## config.mk

```make
export PLATFORM = sky130hd
export DESIGN_NAME = data_mem_responder
export DESIGN_NICKNAME = d
export VERILOG_FILES = /design/src/rtl/data_mem_responder_pkg.sv /design/src/rtl/sram_array_128x32.sv /design/src/rtl/data_mem_responder.sv
export SDC_FILE = /design/constraint.sdc
export NUM_CORES = 2
export LEC_CHECK = 0
export BUFFER_PORTS_ARGS = -buffer_cell sky130_fd_sc_hd__buf_2
export CELL_PAD_IN_SITES_DETAIL_PLACEMENT = 1
export CELL_PAD_IN_SITES_GLOBAL_PLACEMENT = 2
export CORE_MARGIN = 8
export CORE_UTILIZATION = 54
export CTS_BUF_LIST = sky130_fd_sc_hd__clkbuf_4 sky130_fd_sc_hd__clkbuf_8 sky130_fd_sc_hd__clkbuf_16
export DETAILED_ROUTE_END_ITERATION = 10
export HOLD_SLACK_MARGIN = 0.1
export PLACE_DENSITY_LB_ADDON = 0.12
export SYNTH_ARGS = -nofsm -noshare
export SYNTH_HDL_FRONTEND = slang
export SYNTH_SLANG_ARGS = --single-unit
```

## constraint.sdc

```tcl
create_clock -name clk -period 6.8 [get_ports clk]
set_clock_uncertainty 0.1 [all_clocks]
set_input_delay 0.34 -clock clk [delete_from_list [all_inputs] [get_ports clk]]
set_output_delay 0.34 -clock clk [all_outputs]
set_load 0.01 [all_outputs]
```

## src/rtl/data_mem_responder_pkg.sv

```systemverilog
// data_mem_responder_pkg: shared sizing defaults, counter width and FSM states.
`default_nettype none

package data_mem_responder_pkg;
  localparam int ADDR_W_DEF = 7;
  localparam int DATA_W_DEF = 32;
  localparam int DEPTH_DEF  = 128;
  localparam int CNT_W      = 16;

  typedef enum logic {
    INIT = 1'b0,
    IDLE = 1'b1
  } state_t;
endpackage

`default_nettype wire

```

## src/rtl/sram_array_128x32.sv

```systemverilog
// sram_array_128x32: word storage with one synchronous write port and a registered read port.
`default_nettype none

module sram_array_128x32 #(
  parameter int ADDR_W = 7,
  parameter int DATA_W = 32,
  parameter int DEPTH  = 128
) (
  input  logic              clk,
  input  logic              rst,
  input  logic              we,
  input  logic [ADDR_W-1:0] waddr,
  input  logic [DATA_W-1:0] wdata,
  input  logic              re,
  input  logic [ADDR_W-1:0] raddr,
  output logic [DATA_W-1:0] rdata
);

  logic [DATA_W-1:0] mem [DEPTH];

  // The array itself has no reset; it is cleared only by the owner's sweep.
  always_ff @(posedge clk) begin
    if (we) begin
      mem[waddr] <= wdata;
    end
  end

  always_ff @(posedge clk or posedge rst) begin
    if (rst) begin
      rdata <= '0;
    end else if (re) begin
      rdata <= mem[raddr];
    end
  end

endmodule

`default_nettype wire

```

## src/rtl/data_mem_responder.sv

```systemverilog
// data_mem_responder: memory responder that zero-fills its array after reset, then
// serves active-low CEN/WEN/OEN accesses with saturating access counters.
`default_nettype none

module data_mem_responder
  import data_mem_responder_pkg::*;
#(
  parameter int ADDR_W = ADDR_W_DEF,
  parameter int DATA_W = DATA_W_DEF,
  parameter int DEPTH  = DEPTH_DEF
) (
  input  logic              clk,
  input  logic              rst_n,
  input  logic              CEN,
  input  logic              WEN,
  input  logic              OEN,
  input  logic [ADDR_W-1:0] A,
  input  logic [DATA_W-1:0] D,
  output logic [DATA_W-1:0] Q,
  output logic              ready,
  output logic              err_busy,
  output logic [CNT_W-1:0]  rd_cnt,
  output logic [CNT_W-1:0]  wr_cnt
);

  localparam logic [ADDR_W-1:0] LAST_WORD = ADDR_W'(DEPTH - 1);

  state_t            state;
  logic [ADDR_W-1:0] init_ptr;
  logic              mem_we;
  logic              mem_re;
  logic [ADDR_W-1:0] mem_waddr;
  logic [DATA_W-1:0] mem_wdata;
  logic [DATA_W-1:0] rd_data;

  // rst_n is active-high despite its name.
  always_ff @(posedge clk or posedge rst_n) begin
    if (rst_n) begin
      state    <= INIT;
      init_ptr <= '0;
      err_busy <= 1'b0;
      rd_cnt   <= '0;
      wr_cnt   <= '0;
    end else begin
      case (state)
        INIT: begin
          init_ptr <= init_ptr + 1'b1;
          if (init_ptr == LAST_WORD) begin
            state <= IDLE;
          end
          if (!CEN) begin
            err_busy <= 1'b1;
          end
        end
        IDLE: begin
          if (!CEN) begin
            if (!WEN) begin
              if (wr_cnt != '1) wr_cnt <= wr_cnt + 1'b1;
            end else begin
              if (rd_cnt != '1) rd_cnt <= rd_cnt + 1'b1;
            end
          end
        end
        default: state <= INIT;
      endcase
    end
  end

  always_comb begin
    mem_we    = 1'b0;
    mem_re    = 1'b0;
    mem_waddr = A;
    mem_wdata = D;
    if (state == INIT) begin
      mem_we    = 1'b1;
      mem_waddr = init_ptr;
      mem_wdata = '0;
    end else if (!CEN) begin
      mem_we = !WEN;
      mem_re = WEN;
    end
  end

  sram_array_128x32 #(
    .ADDR_W (ADDR_W),
    .DATA_W (DATA_W),
    .DEPTH  (DEPTH)
  ) u_sram (
    .clk   (clk),
    .rst   (rst_n),
    .we    (mem_we),
    .waddr (mem_waddr),
    .wdata (mem_wdata),
    .re    (mem_re),
    .raddr (A),
    .rdata (rd_data)
  );

  assign ready = (state == IDLE);
  assign Q     = OEN ? '0 : rd_data;

endmodule

`default_nettype wire
```

* Yosys cells after proc, flatten, opt, wreduce, memory -nomap -nowiden
Memories as Yosys holds them, arrays and structs flattened. A register that Yosys moved wholly into a read port is not among the register bits. Index checks and enable logic that the tools add are counted.
Word-level totals: register bits 41, bits in writable memories 4096, bits of input ports 44, logic and storage cells 30, memories 1
Memories:
- u_sram.mem | depth 128, width 32, rd ports 1, clocked after memory_dff 1, write ports 1, RTL line sram_array_128x32.sv:19 | logic [DATA_W-1:0] mem [DEPTH];
Operators by class: add/subtract/negate cells 3, equal/unequal tests 3, mux-type cells 11, bitwise gates (word level) 3, reductions and logical operators 4
Operators with widths (count):
- $mux W32 | 2
- $add A16 B1 Y16 const B | 2
- $ne A16 B16 Y1 const B | 2
- $mux W1 | 8
- $reduce_and A4 Y1 | 2
- $add A7 B1 Y7 const B | 1
- $eq A7 B7 Y1 const B | 1
- $mux W7 | 1
- $not A1 Y1 | 3
- $reduce_and A2 Y1 | 1
- $logic_not A1 Y1 | 1

* Longest topological paths before layout
depth in word-level cells 5, mapped depth 12, gate-level depth less buffers 7

* Hierarchy
Synthesis repeated with hierarchy kept, for this count alone.
Unflattened totals: cell total of the unflattened synthesis 7874, area, all modules 160960.6 sq um
Modules (own cells, without submodules):
- sram_array_128x32 | instances 1, cells an instance 7619, area an instance 158438.2 sq um
- data_mem_responder | instances 1, cells an instance 255, area an instance 2522.4 sq um

* Worst setup path after synthesis
OpenSTA, ideal clock, no wires.
path kind input-to-reg, start input port A[3], end memory u_sram.mem[81][0], enable pin, data arrival time 3.935 ns, required time 6.239 ns, slack 2.304 ns, stages on the path 7, buffers on the path 4, cells stage by stage clkbuf_2 buf_4 buf_2 buf_2 o31ai_1 nand3_1 nor3_1
Between the ends: word-level cells in the longest chain between the ends 1
Ends and longest elaborated chain:
- start: declaration | RTL line data_mem_responder.sv:17 | input logic [ADDR_W-1:0] A,
- $mux W7 | RTL line data_mem_responder.sv:74 | if (state == INIT) begin
- end: declaration | RTL line sram_array_128x32.sv:19
Every way passes these cells.

* Worst setup path in the final report
start register state, in the netlist ready, end register u_sram.rdata[16] (read register of u_sram.mem)
Between the ends: word-level cells in the longest chain between the ends 1
Ends and longest elaborated chain:
- start: declaration | RTL line data_mem_responder.sv:28 | state_t state;
- start signal: assignment | RTL line data_mem_responder.sv:39 | state <= INIT;
- start signal: assignment | RTL line data_mem_responder.sv:49 | state <= IDLE;
- start signal: assignment | RTL line data_mem_responder.sv:64 | default: state <= INIT;
- $mux W1 | RTL line data_mem_responder.sv:74
- end: declaration | RTL line sram_array_128x32.sv:16 | output logic [DATA_W-1:0] rdata
Every way passes these cells. A chain may end at the register's enable or synchronous reset.

==> results.ini <==
[run_status]
status=finished with violations
violations=capacitance limit, slew limit

[setup_path]
path_class=reg2reg
reg2reg_slack_ns=2.34
slowest_stage=nor3_1
crit_required_ns=7.57
cp.arrival_ns=5.23
crit_path_max_incr_delay_ns=1.12
crit_path_max_fanout=15
end_kind=flip-flop
start_kind=flip-flop
path_cells=inv_1 -> nor3b_2 -> buf_4 -> nand2_1 -> buf_4 -> nor3_1 -> o211ai_1 -> o211ai_1

[routing]
wl_per_cell_um=38.2
dr_total_vias=86500
drc_errors=0
avgViaCountPerCell=6.70
detail-route-antenna-nets=0
wirelength_mm=494
drt_iter0_drc=11000
drt-pass1-iter-count=5

[floorplanning]
start_util_pct=54.1
die_width_um=563
num_rows=201
core_area_um2=299000
dieArea_um2=317000
die_h_um=563
io_pins=110

[timing]
final.period_utilization_pct=65.6
rsz0062_at_grt=false
tightest_slew_ns=1.56
period_minus_slack_ns=4.46
drv_slew=2
setup_viol=0
whs_ns=0.136
hold_violations=0
timing.setup.tns_ns=0
max_slew_margin_pct=-4.60
fmax_mhz=224

[grt]
grt_pass1_wl_mm=684
antenna_found_initial=35
grt_usage_pct=30.6
overflow=0
grt_max_degree=115
grt_pass1_vias=88600

[clocking]
numCtsBuffers=424
cts_tree=built
clockBufferDepth=4
root_buffer=clkbuf_16
insertion_delay_ns=0.95
cts_sinks=4169
htree_levels=5
clkTransAtPathRegs_ns=0.06
cts_setup_buffers=0
cts_resized=0

[finish]
drive_gt1_share_pct=21.7
fillCellCount=24700
nNetsFinal=8633
area_growth_pct=13.2
regArea_um2=125000
multiInputGateArea_um2=35400
utilization_pct=61.3

[worst_hold_path]
hp-class=in2reg

[synth]
synth_flop_cell=edfxtp_1
syn_inst=8168
synth_edf_count=4096
syn_nets=8215
synth.avg_cell_area_um2=19.8
yosys.cell_types.count=65
synthArstFlopShare_pct=1.75
syn-cell-area_um2=162000
yosysSeqAreaShare_pct=77.1
ys_ff_latch=4169
ys.warnings.count=0

[place]
gp_congestion=0.854
dp_hpwl_mm=286
portBuffers=109

[pwr]
p_per_area_nw_per_um2=291
p_leak_nw=52.0
ir_drop_mv=0.309

[job]
drv_cap=1

-- repair_timing --
action | CTS | global route
setup endpoints to repair | 0 | 0
hold buffers | 34 | 0
hold endpoints to repair | 1259 | 0
-- cell type report --
type | instances | share of cell area [%]
sequential | 4169 | 68.1
multi-input combinational | 3511 | 19.3
clock buffer | 529 | 6.31
tap | 3958 | 2.70
timing repair buffer | 472 | 2.02
clock inverter | 254 | 1.48
inverter | 8 | 0.0205
antenna | 11 | 0.0150
-- final timing paths --
| path | endpoint | from | cells past startpoint |
|---|---|---|---|
| worst min register to register | err_busy | err_busy | 1 |
| max in group asynchronous | u_sram.rdata[8] | rst_n | 5 |
| worst max-delay path | u_sram.rdata[16] | ready | 8 |
| worst max register to register | u_sram.rdata[16] | ready | 8 |
| worst min-delay path | u_sram.mem[22][1] | D[1] | 2 |
| min in group asynchronous | rd_cnt[10] | rst_n | 4 |
-- power by group --
| group | total, mW | leakage (nW) | internal, mW | switching, mW |
|---|---|---|---|---|
| registers | 27.8 | 29.9 | 27.8 | 0.00561 |
| clock network | 23.9 | 7.08 | 14.0 | 9.88 |
| logic | 1.66 | 15.0 | 0.525 | 1.13 |
-- placed cells by master, fill, tap and decap left out, types with 29 or more instances in the layout --
cell type,n
a31oi_1,39
buf_4,305
a22oi_1,174
a211oi_1,51
dfrtp_1,72
bufinv_16,52
o21ai_0,90
nand3_1,29
dlygate4sd3_1,34
mux2_2,44
o31ai_1,43
clkinv_1,98
nor2b_1,37
clkbuf_4,89
nor3_1,127
clkbuf_16,429
o211ai_1,30
o221ai_1,64
nand2_1,279
nor2_1,97
mux4_2,532
and2_1,32
a31o_2,31
edfxtp_1,4096
o22ai_1,225
mux2i_1,1040
a21oi_1,112
a221o_1,33
and2_4,33
buf_2,105
nor2_4,129
clkinv_2,67
-- registers in the layout (all words and copies together), names as in the netlist --
register      count
init_ptr          7
u_sram.mem     4096
rd_cnt           16
ready             1
err_busy          1
wr_cnt           16
u_sram.rdata     32
-- stage by stage --
step                      instances  area [um2]  total power [mW]  setup WS, ns
after detailed placement      12100      169000              29.9          1.91
after global routing          12900      183000              54.4          2.33
after CTS                     12900      183000              53.6          2.34
after floorplan                8168      162000              29.3          2.30
after global placement        12100      168000              29.9          1.87
final                         12900      183000              53.3          2.34
-- Yosys cell counts (9+ instances only) --
cell type,instances,area (um2)
a211oi_1,51,383
a21boi_0,17,128
a21oi_1,113,566
a221o_1,33,330
a221oi_1,17,149
a22oi_1,174,1310
a311oi_1,11,96.3
a31o_2,31,272
a31oi_1,39,244
and2_1,66,413
buf_1,16,60.1
buf_2,106,531
buf_4,109,818
buf_6,65,732
clkbuf_1,181,679
dfrtp_1,73,1830
edfxtp_1,4096,123000
mux2_2,44,495
mux2i_1,1040,10400
mux4_2,532,12000
nand2_1,281,1050
nand2b_1,11,68.8
nand3_1,35,175
nor2_1,229,860
nor2b_1,42,263
nor3_1,136,681
o211ai_1,30,225
o21ai_0,95,475
o221ai_1,64,561
o22ai_1,225,1410
o311ai_1,12,105
o31ai_1,44,330
o41ai_1,15,131
xnor2_1,27,236
xor2_1,9,78.8
-- worst max-delay path, delay by kind of cell, from the launching register on --
kind	cells	cell delay (ns)
flops	1	0.38
buf+inv	3	1.01
compound gates	2	0.98
simple gates	3	1.85
-- logic make-up (layout without fill, tap and decap cells) --
family,count (synthesis),count (layout),synth area share (%)
buffers and inverters,488,1263,1.78
AND/OR/NAND/NOR,846,846,2.37
flip-flops,4169,4169,77.1
AO/OA/AOI/OAI,1010,1010,4.37
multiplexers,1616,1616,14.1
other,0,11,0
XOR/XNOR,36,36,0.195
adder cells (fa/ha/maj),3,3,0.0232
-- metal layers --
| layer | GRT usage (%) | part of all wire (%) |
|---|---|---|
| met1 | 43.0 | 40 |
| met2 | 47.6 | 46 |
| met3 | 6.62 | 9.2 |
| met4 | 11.2 | 4.1 |
| met5 | 0 | 0.012 |
(Power assumes the default switching activity.)
